File: config.mk
export PLATFORM = sky130hd
export DESIGN_NAME = id_ex_stage
export DESIGN_NICKNAME = d
export VERILOG_FILES = /design/src/rtl/id_ex_stage_pkg.sv /design/src/rtl/id_ex_stage_forward_mux.sv /design/src/rtl/id_ex_stage.sv
export SDC_FILE = /design/constraint.sdc
export NUM_CORES = 1
export LEC_CHECK = 0
export CORE_AREA = 2 2 142 144
export CTS_CLUSTER_DIAMETER = 50
export DETAILED_ROUTE_END_ITERATION = 12
export DIE_AREA = 0 0 144 146
export GPL_ROUTABILITY_DRIVEN = 0
export GPL_TIMING_DRIVEN = 0
export PLACE_DENSITY = 0.76
export SLEW_MARGIN = 20
export SYNTH_ARGS = -nofsm -noshare
export SYNTH_HDL_FRONTEND = slang
export SYNTH_SLANG_ARGS = --single-unit
File: constraint.sdc
create_clock -name clk -period 3.6 [get_ports clk]
set_input_delay 0.9 -clock clk [delete_from_list [all_inputs] [get_ports clk]]
set_output_delay 0.9 -clock clk [all_outputs]
set_load 0.01 [all_outputs]
File: src/rtl/id_ex_stage_pkg.sv
// Shared types and constants for the ID/EX pipeline register slice.
// The E-stage control bundle travels as one packed struct so flush and reset clear it in a single assignment.
package id_ex_stage_pkg;

    localparam int DATA_WIDTH_DEF     = 32;
    localparam int REG_ADDR_WIDTH_DEF = 5;

    typedef enum logic [2:0] {
        ALU_ADD = 3'b000,
        ALU_SUB = 3'b001,
        ALU_AND = 3'b010,
        ALU_OR  = 3'b011,
        ALU_SLT = 3'b101
    } alu_op_e;

    typedef struct packed {
        alu_op_e alu_control;
        logic    alu_src;
        logic    reg_write;
        logic    valid;
    } ctrl_t;

    localparam ctrl_t CTRL_BUBBLE = '{alu_control: ALU_ADD, alu_src: 1'b0, reg_write: 1'b0, valid: 1'b0};

endpackage

File: src/rtl/id_ex_stage_forward_mux.sv
// One operand's MEM/WB bypass select; exists only when FORWARDING_EN is defined.
// Combinational, zero latency; MEM wins over WB and x0 is never bypassed.
`ifdef FORWARDING_EN
module forward_mux #(
    parameter int DATA_WIDTH     = 32,
    parameter int REG_ADDR_WIDTH = 5
) (
    input  logic [REG_ADDR_WIDTH-1:0] rs,
    input  logic [DATA_WIDTH-1:0]     reg_val,
    input  logic                      reg_write_m,
    input  logic [REG_ADDR_WIDTH-1:0] rd_m,
    input  logic [DATA_WIDTH-1:0]     alu_result_m,
    input  logic                      reg_write_w,
    input  logic [REG_ADDR_WIDTH-1:0] rd_w,
    input  logic [DATA_WIDTH-1:0]     result_w,
    output logic [DATA_WIDTH-1:0]     fwd
);

    always_comb begin
        fwd = reg_val;
        if (reg_write_m && (rd_m != '0) && (rd_m == rs)) begin
            fwd = alu_result_m;
        end else if (reg_write_w && (rd_w != '0) && (rd_w == rs)) begin
            fwd = result_w;
        end
    end

endmodule
`endif

File: src/rtl/id_ex_stage.sv
// ID/EX pipeline register feeding the ALU; one-edge D->E latency, operands bypassed combinationally.
// StallE holds E state (operands refresh from the bypass), FlushE loads a bubble; optional feature macro FORWARDING_EN.
module id_ex_stage
    import id_ex_stage_pkg::*;
#(
    parameter int DATA_WIDTH     = DATA_WIDTH_DEF,
    parameter int REG_ADDR_WIDTH = REG_ADDR_WIDTH_DEF
) (
    input  logic                      clk,
    input  logic                      rst_n,
    input  logic                      StallE,
    input  logic                      FlushE,
    input  logic                      ValidD,
    input  logic [DATA_WIDTH-1:0]     RD1D,
    input  logic [DATA_WIDTH-1:0]     RD2D,
    input  logic [DATA_WIDTH-1:0]     ImmExtD,
    input  logic [DATA_WIDTH-1:0]     PCD,
    input  logic [REG_ADDR_WIDTH-1:0] Rs1D,
    input  logic [REG_ADDR_WIDTH-1:0] Rs2D,
    input  logic [REG_ADDR_WIDTH-1:0] RdD,
    input  logic [2:0]                ALUControlD,
    input  logic                      ALUSrcD,
    input  logic                      RegWriteD,
    input  logic [DATA_WIDTH-1:0]     ALUResultM,
    input  logic [DATA_WIDTH-1:0]     ResultW,
    input  logic [REG_ADDR_WIDTH-1:0] RdM,
    input  logic [REG_ADDR_WIDTH-1:0] RdW,
    input  logic                      RegWriteM,
    input  logic                      RegWriteW,
    output logic [DATA_WIDTH-1:0]     SrcAE,
    output logic [DATA_WIDTH-1:0]     SrcBE,
    output logic [2:0]                ALUControlE,
    output logic [DATA_WIDTH-1:0]     WriteDataE,
    output logic [DATA_WIDTH-1:0]     PCE,
    output logic [REG_ADDR_WIDTH-1:0] RdE,
    output logic                      RegWriteE,
    output logic                      ValidE
);

    logic [DATA_WIDTH-1:0]     rd1_e, rd2_e, imm_e, pc_e;
    logic [REG_ADDR_WIDTH-1:0] rs1_e, rs2_e, rd_e;
    ctrl_t                     ctrl_e;
    logic [DATA_WIDTH-1:0]     fwd_a, fwd_b;

`ifdef FORWARDING_EN
    forward_mux #(.DATA_WIDTH(DATA_WIDTH), .REG_ADDR_WIDTH(REG_ADDR_WIDTH)) u_fwd_a (
        .rs(rs1_e), .reg_val(rd1_e),
        .reg_write_m(RegWriteM), .rd_m(RdM), .alu_result_m(ALUResultM),
        .reg_write_w(RegWriteW), .rd_w(RdW), .result_w(ResultW),
        .fwd(fwd_a)
    );
    forward_mux #(.DATA_WIDTH(DATA_WIDTH), .REG_ADDR_WIDTH(REG_ADDR_WIDTH)) u_fwd_b (
        .rs(rs2_e), .reg_val(rd2_e),
        .reg_write_m(RegWriteM), .rd_m(RdM), .alu_result_m(ALUResultM),
        .reg_write_w(RegWriteW), .rd_w(RdW), .result_w(ResultW),
        .fwd(fwd_b)
    );
`else
    // Hazard unit stalls instead of bypassing, so the later-stage taps go nowhere.
    logic unused_fwd;
    assign unused_fwd = ^{ALUResultM, ResultW, RdM, RdW, RegWriteM, RegWriteW, rs1_e, rs2_e};
    assign fwd_a = rd1_e;
    assign fwd_b = rd2_e;
`endif

    always_ff @(posedge clk or negedge rst_n) begin
        if (!rst_n) begin
            rd1_e  <= '0;
            rd2_e  <= '0;
            imm_e  <= '0;
            pc_e   <= '0;
            rs1_e  <= '0;
            rs2_e  <= '0;
            rd_e   <= '0;
            ctrl_e <= CTRL_BUBBLE;
        end else if (FlushE) begin
            rd1_e  <= '0;
            rd2_e  <= '0;
            imm_e  <= '0;
            pc_e   <= '0;
            rs1_e  <= '0;
            rs2_e  <= '0;
            rd_e   <= '0;
            ctrl_e <= CTRL_BUBBLE;
        end else if (StallE) begin
            // Capture bypassed operands so they survive the producer leaving WB mid-stall.
            rd1_e <= fwd_a;
            rd2_e <= fwd_b;
        end else begin
            rd1_e                <= RD1D;
            rd2_e                <= RD2D;
            imm_e                <= ImmExtD;
            pc_e                 <= PCD;
            rs1_e                <= Rs1D;
            rs2_e                <= Rs2D;
            rd_e                 <= RdD;
            ctrl_e.alu_control   <= alu_op_e'(ALUControlD);
            ctrl_e.alu_src       <= ALUSrcD;
            ctrl_e.reg_write     <= RegWriteD & ValidD;
            ctrl_e.valid         <= ValidD;
        end
    end

    assign SrcAE       = fwd_a;
    assign SrcBE       = ctrl_e.alu_src ? imm_e : fwd_b;
    assign WriteDataE  = fwd_b;
    assign ALUControlE = ctrl_e.alu_control;
    assign PCE         = pc_e;
    assign RdE         = rd_e;
    assign RegWriteE   = ctrl_e.reg_write;
    assign ValidE      = ctrl_e.valid;

endmodule

# Word-level counts from Yosys, hierarchy flattened
# Cells that the tools add are included.
# op_classes
n_addsub	0
mul	0
n_div	0
magnitude_cmp	0
eq_ne	1
shift	0
mux	13
bitwise_logic	1
n_reduce_logical	0
# ops
cell	count
2-to-1 mux 32 bit	9
2-to-1 mux 6 bit	2
2-to-1 mux 5 bit	2
inequality test 2 x 1 -> 1 bit (second input constant)	1
AND 1 bit	1
# totals
ff_bits	139
latch_bits	0
mem_bits_rw	0
rom_bits	0
in_bits	229
out_inout_bits	138
memories	0

# Logic depth before layout (Yosys ltp)
# logic_depth
depth_word	3
ltp_mapped	5

# Least setup slack after synthesis
# Ideal clock, no wire load.
# synth_timing
kind	register to output
start	register ctrl_e[2] (netlist name)
end	output SrcBE[10]
arrival_time_ns	1.017
path_slack_ns	1.683
path_stages_with_launch	4
cell_sequence	dfrtp_1 buf_2 buf_2 mux2_2
# synth_between
elab_chain_cells	1
# synth_lines
element	line	text
start: declaration	id_ex_stage.sv:42	ctrl_t ctrl_e;
2-to-1 mux 32 bit	id_ex_stage.sv:105	assign SrcBE = ctrl_e.alu_src ? imm_e : fwd_b;
end: declaration	id_ex_stage.sv:31	output logic [DATA_WIDTH-1:0] SrcBE,
# No other way between the ends.

# Worst setup path after layout
# layout_timing
start	register ctrl_e[2] (netlist name)
end	output SrcBE[29]
# Same word-level chain as after synthesis.

==> summary.md <==
| Metric | Value |
|---|---|
| Status | complete, no violations |
| Post-route DRC violation count | 0 |
| Final Non-Filler Cells | 1064 |
| Core area | 19330 sq um |
| Cell Area, Placed | 9164 sq um |
| Site Rows | 51 |
| CP endpoint kind | primary output |
| Latest clock arrival within the worst-skew pair | 0.41 ns |
| Post-CTS sizing | 0 |
| Final setup violation count | 0 |
| Area contributors post-synth | dfrtp_1 (58%), mux2i_1 (23%), nor2_1 (8.6%) |
| Die area | 21020 sq um |
| Synth Instances | 488 |
| R2R Setup Slk | 2.53 ns |
| GRT Resource Usage Total | 0.1623 |
| Post-CTS Setup Inserts | 0 |
| Buf+Inv Stages, Crit Path | 3 |
| WP data arrival | 2.06 ns |
| Fin. Hold Viols | 0 |
| Cell-internal power | 3119 uW |
| Tcrit/Tclk final | 0.8211 |
| Synthesized flop and latch total | 139 |
| Hold WS | 0.4053 ns |
| CTS sink count | 139 |
| Area Overhead vs Synth | 62.01% |
| Number of max-cap violations | 0 |
| Via-per-instance ratio | 4.313 |
| Maximum vdd ir drop | 0.2917 mV |
| Die height | 146 um |
| Cell Chain, Critical Path | buf_2 -> buf_2 -> mux2_2 -> clkdlybuf4s50_1 |
| Most frequent cell after synthesis | dfrtp_1 |
| CP max stage cell | clkdlybuf4s50_1 |
| DRT antenna net count | 0 |
| Top cells by count, synth | dfrtp_1 (139), mux2i_1 (138), nor2_1 (138) |
| Crit Path Category | register to primary output |
| Post-route cell area | 9748 sq um |
| Psw | 1038 uW |
| Number of fill cells | 1779 |
| Crit. Startpoint | ctrl_e[2] |
| Yosys top cell area share | 0.5781 |
| First-pass GRT wire length | 26480 um |
| Most used DFF post-synth | dfrtp_1 |
| Nature of the critical path startpoint | register |
| HP Class | input pin to asynchronous set/reset pin |
| Post-CTS Hold Buffers | 0 |
| I/O Buffers | 278 |
| RSZ-0062 raised after global routing | no |
| R2r startpoint | ctrl_e[2] |
| Post-Route WL | 16990 um |
| Cell depth of the worst setup path | 4 |
| Hpwl dp | 12480 um |
| Largest area contributor in the synthesized netlist | dfrtp_1 |
| Initial Util | 0.3112 |
| Largest net degree at the start of global routing | 80 |
| Comb pwr share | 0.170 |
| Pwr Total | 4157 uW |
| Sequential share of the synthesized area | 0.5781 |
| Max Fanout on Critical Path | 10 |
| IO Count | 367 |
| Asr flop ratio synth | 1.000 |
| Cell variety after synth | 11 |
| P per Cell Area | 426.4 nW/um^2 |
| CTS root buf | clkbuf_16 |
| Placed insts | 1032 |
| Leak | 0.004559 uW |
| Clk buf depth | 2 |
| Post-synth EDFFs | 0 |
| First-iteration detailed-routing DRC count | 173 |
| Vias post-DR | 4589 |
| Avg Cell Area, Syn | 12.33 sq um |
| TritonCTS Buffers | 17 |
| Wirelength per Cell | 15.97 um |
| Clk_skew | 0 ns |
| F_max | 338.3 MHz |
| CTS tree | built |
| Nets@finish | 1015 |
| Fin crit period | 2.956 ns |
| Final Max Slew Viols | 0 |
| Syn_nets | 717 |
| Cell repeated most along the worst path | buf_2 |
| R2r worst-path depth | 4 |
| Clock share of power | 0.420 |
| Diodes inserted | 0 |
| Clock-pin slew on the worst setup and hold paths | 0.06 ns |
| Max_slew headroom | 0.6521 |
| Congestion Overflow GR | 0 |
| Warnings from Yosys | 0 |
| Critical path's top delay family | buffers and inverters |
| Synthesized cell area | 6017 sq um |
| Initial antenna violation count | 0 |
| Die width | 144 um |
| Reg2reg end | ctrl_e[2] |
| Share of cells above drive strength 1 | 0.1126 |
| Register share of total power | 0.409 |
| CP required | 2.70 ns |
| H-Tree Depth | 4 |
| 1st-pass router iterations | 4 |
| Max incr delay on CP | 0.48 ns |
| Vias in the first global route | 4880 |
| Switching fraction of total power | 0.2497 |
| Slew at the pin with the worst max-slew slack | 0.5219 ns |
## layer usage
layer,up-vias,global-route usage,share of wire
met3,14,0.06449,0.085
li1,2229,-,-
met5,-,0,0
met2,171,0.2629,0.48
met4,0,0.04020,0.011
met1,2175,0.2024,0.43
## worst max path at each step
stage,to,slack (ns)
6_report,SrcBE[29],0.64
5_1_grt,SrcBE[16],0.52
4_1_cts,SrcBE[2],0.58
3_5_place_dp,SrcBE[2],1.03
3_3_place_gp,SrcAE[17],-4.21
2_1_floorplan,SrcBE[10],1.68
## flip-flops by register name, summed over array words and instances (netlist names)
register	flops
ALUControlE	3
PCE	32
RdE	5
RegWriteE	1
SrcAE	32
ValidE	1
WriteDataE	32
ctrl_e	1
imm_e	32
## power groups by stage
| stage | combinational (uW) | sequential, uW | clock, uW |
|---|---|---|---|
| after global placement | 709 | 1730 | 0 |
| final | 708 | 1700 | 1750 |
| after CTS | 722 | 1700 | 1790 |
| after global routing | 768 | 1710 | 1870 |
| after detailed placement | 718 | 1730 | 0 |
| after floorplan | 254 | 1750 | 0 |
## stage by stage
step / setup TNS [ns] / setup slack, ns / util
final: 0 / 0.6439 / 0.5042
after global routing: 0 / 0.5165 / 0.5042
after detailed placement: 0 / 1.034 / 0.4740
after global placement: -582.95 / -4.212 / 0.4723
after floorplan: 0 / 1.683 / -
after CTS: 0 / 0.5815 / 0.5042
## logic make-up after synthesis
group                  after synthesis  synth area share
flip-flops                         139            0.5781
AND/OR/NAND/NOR                    140           0.08796
AO/OA/AOI/OAI                        1         0.0008310
buffers and inverters               38           0.04367
multiplexers                       170            0.2895
## cells in the final DEF (no fill, tap or decap), types with 2 or more instances in the layout
cell type and count:
clkdlybuf4s50_1 277, dfrtp_1 139, mux2i_1 138, nor2_1 138, mux2_2 32, clkbuf_16 17
clkbuf_1 14, buf_6 11, buf_4 8, buf_2 6, clkinv_2 3, clkinvlp_4 3
inv_6 3, clkinv_4 2, bufinv_16 2
## area by class of cell
cell class / count / area (sq um) / area share
well taps: 265 / 331.6 / 0.03401
repair buffers: 279 / 2815 / 0.2888
flip-flops and latches: 139 / 3478 / 0.3568
multi-input cells: 311 / 2276 / 0.2335
plain buffers: 38 / 262.8 / 0.02695
clock inverters: 13 / 141.4 / 0.01450
clock buffers: 19 / 442.9 / 0.04544
No activity file was read; power rests on OpenSTA's default activity.
